### src/rtl/keypad_entry.sv
// Keypad entry front-end: builds a BCD HH:MM buffer from one-hot key presses,
// validates it as 24-hour time and strobes a time/alarm load on button commit.
module keypad_entry #(
   parameter int unsigned TIMEOUT = 15360
) (
   input  logic        clk,
   input  logic        reset,
   input  logic [9:0]  keypad_buttons,
   input  logic        time_button,
   input  logic        alarm_button,
   output logic [15:0] key_value,
   output logic [2:0]  digit_count,
   output logic        entry_active,
   output logic        load_time,
   output logic        load_alarm,
   output logic        entry_error
);

   localparam int unsigned KEY_W = 10;
   localparam int unsigned VAL_W = 16;
   localparam int unsigned CNT_W = 3;
   localparam int unsigned TMR_W = 16;
   localparam logic [TMR_W-1:0] TMR_LAST = TMR_W'(TIMEOUT - 1);

   typedef enum logic {
      IDLE  = 1'b0,
      ENTRY = 1'b1
   } state_e;

   state_e             state_q, state_d;
   logic [KEY_W-1:0]   keys_s_q, keys_s_d;
   logic [KEY_W-1:0]   keys_p_q, keys_p_d;
   logic               time_s_q, time_s_d;
   logic               time_p_q, time_p_d;
   logic               alarm_s_q, alarm_s_d;
   logic               alarm_p_q, alarm_p_d;
   logic [VAL_W-1:0]   key_value_q, key_value_d;
   logic [CNT_W-1:0]   digit_count_q, digit_count_d;
   logic               entry_active_q, entry_active_d;
   logic               load_time_q, load_time_d;
   logic               load_alarm_q, load_alarm_d;
   logic               entry_error_q, entry_error_d;
   logic [TMR_W-1:0]   timer_q, timer_d;

   logic               key_edge;
   logic               time_edge;
   logic               alarm_edge;
   logic               time_valid;
   logic [3:0]         key_digit;

   // State and input-sample registers; edge detectors reset to "held"
   always_ff @(posedge clk or negedge reset) begin
      if (!reset) begin
         state_q        <= IDLE;
         keys_s_q       <= '1;
         keys_p_q       <= '1;
         time_s_q       <= 1'b1;
         time_p_q       <= 1'b1;
         alarm_s_q      <= 1'b1;
         alarm_p_q      <= 1'b1;
         key_value_q    <= '0;
         digit_count_q  <= '0;
         entry_active_q <= 1'b0;
         load_time_q    <= 1'b0;
         load_alarm_q   <= 1'b0;
         entry_error_q  <= 1'b0;
         timer_q        <= '0;
      end else begin
         state_q        <= state_d;
         keys_s_q       <= keys_s_d;
         keys_p_q       <= keys_p_d;
         time_s_q       <= time_s_d;
         time_p_q       <= time_p_d;
         alarm_s_q      <= alarm_s_d;
         alarm_p_q      <= alarm_p_d;
         key_value_q    <= key_value_d;
         digit_count_q  <= digit_count_d;
         entry_active_q <= entry_active_d;
         load_time_q    <= load_time_d;
         load_alarm_q   <= load_alarm_d;
         entry_error_q  <= entry_error_d;
         timer_q        <= timer_d;
      end
   end

   // Next-state: button commit beats key accept, key accept beats timeout
   always_comb begin
      state_d        = state_q;
      keys_s_d       = keypad_buttons;
      keys_p_d       = keys_s_q;
      time_s_d       = time_button;
      time_p_d       = time_s_q;
      alarm_s_d      = alarm_button;
      alarm_p_d      = alarm_s_q;
      key_value_d    = key_value_q;
      digit_count_d  = digit_count_q;
      entry_active_d = entry_active_q;
      load_time_d    = 1'b0;
      load_alarm_d   = 1'b0;
      entry_error_d  = 1'b0;
      timer_d        = timer_q;
      key_digit      = 4'd0;

      for (int i = 0; i < int'(KEY_W); i++) begin
         if (keys_s_q[i]) key_digit = 4'(i);
      end

      key_edge   = (keys_p_q == '0) && $onehot(keys_s_q);
      time_edge  = time_s_q & ~time_p_q;
      alarm_edge = alarm_s_q & ~alarm_p_q;

      time_valid = (key_value_q[15:12] <= 4'd2) &&
                   (key_value_q[11:8]  <= 4'd9) &&
                   ((key_value_q[15:12] != 4'd2) || (key_value_q[11:8] <= 4'd3)) &&
                   (key_value_q[7:4]   <= 4'd5) &&
                   (key_value_q[3:0]   <= 4'd9);

      if (time_edge || alarm_edge) begin
         if (digit_count_q != 3'd0) begin
            if ((digit_count_q == 3'd4) && time_valid) begin
               load_time_d  = time_edge;
               load_alarm_d = ~time_edge;
            end else begin
               entry_error_d = 1'b1;
            end
         end
         digit_count_d = 3'd0;
         timer_d       = '0;
      end else if (key_edge) begin
         if (digit_count_q == 3'd4) begin
            key_value_d   = {12'h000, key_digit};
            digit_count_d = 3'd1;
         end else begin
            key_value_d   = {key_value_q[11:0], key_digit};
            digit_count_d = digit_count_q + 3'd1;
         end
         timer_d = '0;
      end else if (state_q == ENTRY) begin
         if (timer_q == TMR_LAST) begin
            digit_count_d = 3'd0;
            timer_d       = '0;
         end else if (timer_q != '1) begin
            timer_d = timer_q + 16'd1;
         end
      end else begin
         timer_d = '0;
      end

      state_d        = (digit_count_d == 3'd0) ? IDLE : ENTRY;
      entry_active_d = (digit_count_d != 3'd0);
   end

   assign key_value    = key_value_q;
   assign digit_count  = digit_count_q;
   assign entry_active = entry_active_q;
   assign load_time    = load_time_q;
   assign load_alarm   = load_alarm_q;
   assign entry_error  = entry_error_q;

endmodule
### config.mk
export PLATFORM = sky130hd
export DESIGN_NAME = keypad_entry
export DESIGN_NICKNAME = d
export VERILOG_FILES = /design/src/rtl/keypad_entry.sv
export SDC_FILE = /design/constraint.sdc
export NUM_CORES = 1
export LEC_CHECK = 0
export CORE_UTILIZATION = 48
export DETAILED_ROUTE_END_ITERATION = 7
export PLACE_DENSITY = 0.74
export SLEW_MARGIN = 25
export SYNTH_ARGS = -nofsm -noshare
export SYNTH_HDL_FRONTEND = slang
export SYNTH_SLANG_ARGS = --single-unit
### constraint.sdc
create_clock -name clk -period 3.7 [get_ports clk]
set_input_delay 0.74 -clock clk [delete_from_list [all_inputs] [get_ports clk]]
set_output_delay 0.74 -clock clk [all_outputs]
set_load 0.02 [all_outputs]
* Word level (Yosys, flattened, before mapping)
Cells that the tools add are included.
Word-level totals: output and inout port bits 23, register bits 64, input port bits 14
Operators by class: bitwise operators 6, $add $sub $neg 11, reduce and logical (&&, ||, !) cells 13, $lt $le $gt $ge 5, eq/ne operators 6, multiplexer cells 30
Operators with widths (count):
- $mux W16 | 6
- $mux W4 | 6
- $add A16 B1 Y16 const B | 1
- $eq A16 B14 Y1 const B | 1
- $ne A16 B16 Y1 const B | 1
- $mux W3 | 5
- $mux W1 | 11
- $add A1 B1 Y2 | 5
- $logic_not A10 Y1 | 1
- $le A4 B2 Y1 const B | 2
- $le A4 B4 Y1 const B | 2
- $add A2 B2 Y3 | 2
- $logic_and A1 B1 Y1 | 6
- $reduce_bool A3 Y1 | 2
- $ne A5 B1 Y1 const B | 1
- $add A3 B3 Y4 | 1
- $add A4 B2 Y4 | 1
- $eq A4 B1 Y1 const B | 1
- $le A4 B3 Y1 const B | 1
- $mux W2 | 2
- $ne A4 B2 Y1 const B | 1
- $not A1 Y1 | 4
- $add A3 B1 Y3 const B | 1
- $eq A3 B3 Y1 const B | 1
- other kinds (4) | 6

* Longest topological paths before layout
depth in word-level cells 10, gate-level depth with buffers 15

* Least setup slack after synthesis
OpenSTA, ideal clock, no wires.
path kind register to register, from register keys_s_q[1], in the netlist keys_p_d[1], to register key_value_q[11], in the netlist key_value[11], library setup time 0.117 ns, setup slack -0.091 ns, buffers on the path 2, stages on the path, launching flop included 16, arrival time 3.674 ns, cells stage by stage dfstp_2 > fa_1 > fa_1 > inv_1 > fa_1 > inv_1 > ha_1 > inv_1 > fa_1 > a2111oi_2 > o2111ai_1 > or2_1 > buf_6 > buf_8 > nand2_1 > nand2_1
Between the ends: word-level cells in the longest chain between the ends 7
Ends and longest elaborated chain:
- start: declaration | RTL line 31 | logic [KEY_W-1:0] keys_s_q, keys_s_d;
- start signal: assignment | RTL line 70 | keys_s_q <= keys_s_d;
- $add A1 B1 Y2 (implied by the code) | RTL line 108 | key_edge = (keys_p_q == '0) && $onehot(keys_s_q);
- $add A2 B2 Y3 (implied by the code) | RTL line 108
- $add A3 B3 Y4 (implied by the code) | RTL line 108
- $add A4 B2 Y4 (implied by the code) | RTL line 108
- $eq A4 B1 Y1 | RTL line 108
- $logic_and A1 B1 Y1 | RTL line 108
- $reduce_and A2 Y1 (no line)
- end signal: assignment | RTL line 76 | key_value_q <= key_value_d;
- end: declaration | RTL line 37 | logic [VAL_W-1:0] key_value_q, key_value_d;
Every way passes these cells. A chain may end at the register's enable or synchronous reset.

* Final worst setup path
from register keys_s_q[1], in the netlist keys_p_d[1], to register key_value_q[2], in the netlist key_value[2]
Same word-level chain as after synthesis.

==> results_dict.tcl <==
set metrics [dict create \
    insertion_delay_ns 0.35 \
    arrival_ns 4.12 \
    skew_ns 0.0128 \
    cts.sinks 63 \
    yosysSeqAreaShare 0.556 \
    synthDistinctLibCells 45 \
    start_kind "register" \
    slew-limit-headroom 0.445 \
    place.gp.congestion 0.799 \
    syn-instance-count 264 \
    antenna_found_initial 0 \
    antenna_left 0 \
    cts_tree "done" \
    vdd_drop_max_uv 256 \
    fin_crit_sh 1.05 \
    worst_setup_path_end_kind "register" \
    min_period_ns 3.90 \
    violations "negative setup slack" \
    cts_max_path_buffers 2 \
    synth-simple-area-share 0.219 \
    hold_violations 0 \
    cts_hold_buf 0 \
    crit_chain "fa_1 -> fa_1 -> inv_1 -> fa_1 -> inv_1 -> ha_2 -> inv_2 -> fa_2 -> nor4bb_4 -> o2111ai_2 -> or2_4 -> buf_8 -> nand2_2 -> o21ai_1" \
    fillerInstances 413 \
    die_w_um 79.6 \
    wl_um 5820 \
    cp_max_fo 7 \
    die_h_um 79.6 \
    synth_adder_area_share 0.0632 \
    synth_area_leaders "dfrtp_1 (34%), dfstp_2 (22%), fa_1 (4.2%), nand2_1 (4.2%), nand3_1 (3.3%)" \
    dpl.hpwl_um 3820 \
    async_flop_share 1.00 \
    area_growth_pct 32.3 \
    max_freq_mhz 257 \
    core_area_sq_mm 0.00564 \
    place_ws_ns -0.264 \
    synth_top_family_by_area "simple AND/OR/NAND/NOR gates" \
    rows 27 \
    drc 0 \
    status "finished, violations left" \
    holdCritPathClass "reg2reg" \
    synth_compound_area_frac 0.0788 \
    io_pins 37 \
    dr.pass1.iters 4 \
    cp_data_required_time_ns 3.93 \
    powerDensity_mw_per_mm2 425 \
    postLayoutSetupSlackWorst_ns -0.195 \
    critPathKind "reg2reg" \
    cpPeakStageDelay_ns 0.55 \
    wl_per_cell_um 14.7 \
    synth-xor-area-share 0.0303 \
    fin_area_sq_mm 0.00382 \
    clk_pin_slew_ns 0.07 \
    grt_pass1_wl_um 9630 \
    synth_edf_count 0 \
    dieArea_sq_mm 0.00634 \
    p_leak_nw 1.62 \
    via_count 2172 \
    drtIter0Drc 134 \
    syn_area_sq_mm 0.00289 \
    yosysTopAreaCell "dfrtp_1" \
    cp_slowest_cell "dfstp_2" \
    drive_above_1_share 0.288 \
    slew_viol_final 0 \
    vias_per_cell 5.50 \
    setup_tns_ns -5.19 \
    synthMuxAreaShare 0.00346 \
    rsz0062_at_grt "yes" \
    initial_core_util 0.512 \
    final_nets 343 \
    grt_pass1_vias 2158 \
    cts_made_buffers 9 \
    ys_ff_latch 63 \
    synth.avg_cell_area_sq_um 10.9 \
    setup_viol 36 \
    overflow 0 \
    synth.top_cell.area_share 0.338 \
    htree_levels 3 \
    worstMarginPinSlew_ns 0.833 \
    grt_usage 0.206 \
    portBuffers 36 \
    synthFlopType "dfrtp_1" \
    diodes 0 \
    maxCapViolations 0 \
    place_area_sq_mm 0.00339 \
    clock-root-buffer "clkbuf_8" \
    crit_top_cell "fa_1" \
    syn-num-nets 289 \
    grt_max_degree 40 \
    yosysWarnings 0 \
]
## path summary, 6_finish.rpt
kind	endpoint	from	slack [ns]	depth (start not counted)
min in group asynchronous	key_value[6]	reset	0.50	1
max in group asynchronous	alarm_p_d	reset	2.34	2
worst min-delay path	alarm_p_q	alarm_p_d	0.37	0
worst max-delay path	key_value[2]	keys_p_d[1]	-0.20	14
worst max register to register	key_value[2]	keys_p_d[1]	-0.20	14
worst min register to register	alarm_p_q	alarm_p_d	0.37	0
## state kept, by name, summed over array words and instances (netlist names)
register and flops:
alarm_p_d 1, entry_active 1, alarm_p_q 1, key_value 16, load_time 1, keys_p_d 10
keys_p_q 10, timer_q 16, load_alarm 1, entry_error 1, digit_count 3, time_p_q 1
time_p_d 1
## repair_timing
item / 4_1_cts / 5_1_grt
pin swaps: 3 / 11
gates resized for setup: 19 / 18
endpoints found under the setup margin: 36 / 36
setup buffers: 3 / 0
cloned: 1 / 0
## cell usage in the layout (no fill, tap or decap), drive strengths merged, types with 3 or more instances in the layout
cell type,n
dfrtp,39
clkdlybuf4s50,35
nand2,32
dfstp,24
nor2,22
nand3,20
buf,17
inv,16
nand4,11
clkbuf,9
a21oi,9
xor2,8
nor2b,7
fa,6
nand2b,5
nor3,5
ha,5
o21ai,5
and2,4
a31oi,4
and4,4
clkinv,4
nor4,3
and3,3
bufinv,3
o21bai,3
a211oi,3
## through the flow
step / std cells / power [mW] / utilization / hold slack, ns
final: 395 / 1.62 / 0.678 / 0.366
after global placement: 375 / 0.864 / 0.601 / 0.355
after floorplan: 264 / 0.811 / - / 0.351
after detailed placement: 375 / 0.878 / 0.601 / 0.360
after global routing: 395 / 1.69 / 0.678 / 0.372
after CTS: 395 / 1.64 / 0.667 / 0.365
## critical path: cells and delay by family (launching register included)
family,cells,cell delay [ns]
adders and majority gates,5,2.06
and+or+nand+nor,3,0.60
AOI/OAI and AO/OA,2,0.25
DFF,1,0.55
buffers and inverters,4,0.31
## cell type report
cell class	instances	area, sq um	area share
timing repair buffer	52	515	0.135
clock buffer	9	124	0.0324
sequential	63	1610	0.420
tap	72	90.1	0.0236
clock inverter	7	121	0.0318
multi-input combinational	176	1310	0.341
inverter	16	60.1	0.0157
## cell families (layout without fill, tap and decap cells)
| logic type | Yosys count | in the layout |
|---|---|---|
| compound gates | 32 | 33 |
| flops | 63 | 63 |
| xor+xnor | 10 | 10 |
| simple gates | 121 | 121 |
| mux | 1 | 1 |
| fa+ha+maj | 11 | 11 |
| buf+inv | 26 | 84 |
## Yosys cell counts (4+ instances only)
master and n:
a21oi_1 9, a31oi_1 4, and2_1 4, and4_1 4
buf_6 4, dfrtp_1 39, dfstp_2 24, fa_1 6
ha_1 5, inv_1 16, nand2_1 32, nand2b_1 5
nand3_1 19, nand4_1 11, nor2_1 21, nor2b_1 6
nor3_1 5, o21ai_0 5, xor2_1 8
## where the power goes
| group | internal [mW] | switching, mW |
|---|---|---|
| Combinational | 0.0871 | 0.0851 |
| Sequential | 0.715 | 0.0122 |
| Clock | 0.449 | 0.275 |
## layer usage
layer | wire length (um) | GRT usage | share of wire | up-vias
met5 | 0 | 0 | 0 | -
met4 | 126 | 0.124 | 0.022 | 0
met3 | 247 | 0.0549 | 0.042 | 13
met2 | 2950 | 0.333 | 0.51 | 58
met1 | 2490 | 0.245 | 0.43 | 1075
li1 | - | - | - | 1026
(Power assumes the default switching activity.)
==> patch, RTL diff (same flow settings) <==
Set the localparam `TMR_W` to 32 (it was 16).
--- a/src/rtl/keypad_entry.sv
+++ b/src/rtl/keypad_entry.sv
@@ -20,5 +20,5 @@
    localparam int unsigned VAL_W = 16;
    localparam int unsigned CNT_W = 3;
-   localparam int unsigned TMR_W = 16;
+   localparam int unsigned TMR_W = 32;
    localparam logic [TMR_W-1:0] TMR_LAST = TMR_W'(TIMEOUT - 1);
 
Check against the original RTL: no difference found for any inputs over 10 cycles, from zero or initial values and one cycle with reset low; that may be too few to reach the edited logic, so the function may still have changed.
==> patch against the original RTL <==
  * The flow still finishes with violations (setup timing)
  * Total power is 9.9% higher
  * Via count increased by 38%
  * Wire length is 43% higher
  * Sequential cell count grew 16
  * Global-route usage grew 0.45 points
  * Setup slack got worse by 0.16 ns
  * Fmax is 4.0% lower
  * First-iteration DRC count increased by 6.0%
  * Sequential power is 24% higher
  * Final area is 25% higher
  * Synthesized area is 30% higher
  * Worst hold slack improved by 0.0017 ns
  * Largest power group unchanged
==> patch: results (changes against the original RTL) <==
| Metric | Value |
|---|---|
| Final Core Density | 0.6467 (was 0.6775) |
| Distinct cell type count after synthesis | 53 (was 45) |
| GP Congestion | 0.8279 (was 0.7988) |
| Status | complete, but fails checks (unchanged) |
| Area after DPL | 4328 µm² (was 3390 µm²) |
| Clk pwr share | 0.406 (was 0.446) |
| Count of non-CTS inverters in the layout | 19 (was 16) |
| Failing checks | setup timing (unchanged) |
| Footprint of the multi-input gates | 1769 µm² (was 1305 µm²) |
| Sequential fraction of the synthesis area | 0.5329 (was 0.5558) |
| Initial detailed-routing violation count | 142 (was 134) |
| Layout Cells excl Fill | 523 (was 395) |
| Top post-synthesis cells by count | 55 x dfrtp_1, 46 x nand2_1, 30 x nor2_1, 24 x dfstp_2, 24 x o21ai_0 (was 39 x dfrtp_1, 32 x nand2_1, 24 x dfstp_2, 21 x nor2_1, 19 x nand3_1) |
| Clk tree area frac | 0.04858 (was 0.06416) |
| Worst Setup EP | timer_q[12] (was key_value[2]) |
| Final worst setup slack | -0.3579 ns (was -0.1954 ns) |
| Postcts setup bufs | 1 (was 3) |
| Clk. pwr | 0.000724 W (was 0.000725 W) |
| Worst-margin pin slew | 0.8640 ns (was 0.8330 ns) |
| Hold slack final | 0.3674 ns (was 0.3657 ns) |
| CP Data Arrival Time | 4.32 ns (was 4.12 ns) |
| Non-Clock Buffer Count | 53 (was 52) |
| Post-CTS resize count | 6 (was 19) |
| Via count | 2997 (was 2172) |
| Final setup viols | 52 (was 36) |
| Mapped Nets | 391 (was 289) |
| P_sw | 0.0004154 W (was 0.0003728 W) |
[patch: changes by cell type in the layout (fill, tap and decap cells not counted), sizes merged, moves of 8 or more]
| cell | before | now |
|---|---|---|
| dfrtp | 39 | 55 |
| nand2 | 32 | 46 |
| nand3 | 20 | 7 |
| nor2 | 22 | 31 |
| nor4 | 3 | 11 |
| o21ai | 5 | 24 |
| or3 | 1 | 9 |
[patch: cells by family (layout without fill, tap and decap cells)]
| kind of cell | count (synthesis) | count (layout) |
|---|---|---|
| AOI/OAI and AO/OA | 72 | 72 |
| xor gates and xnor gates | 17 | 17 |
| adders and majority gates | 11 | 11 |
| buffers and inverters | 30 | 88 |
| DFF | 79 | 79 |
| muxes | 1 | 1 |
| and+or+nand+nor | 156 | 156 |
[patch: per-layer routing]
layer | GRT usage | routed length, µm | vias up
met5 | 0 | 0 | -
met4 | 0.07124 | 106 | 0
met3 | 0.07155 | 500 | 12
met2 | 0.3409 | 4207 | 86
met1 | 0.2634 | 3515 | 1471
li1 | - | - | 1428
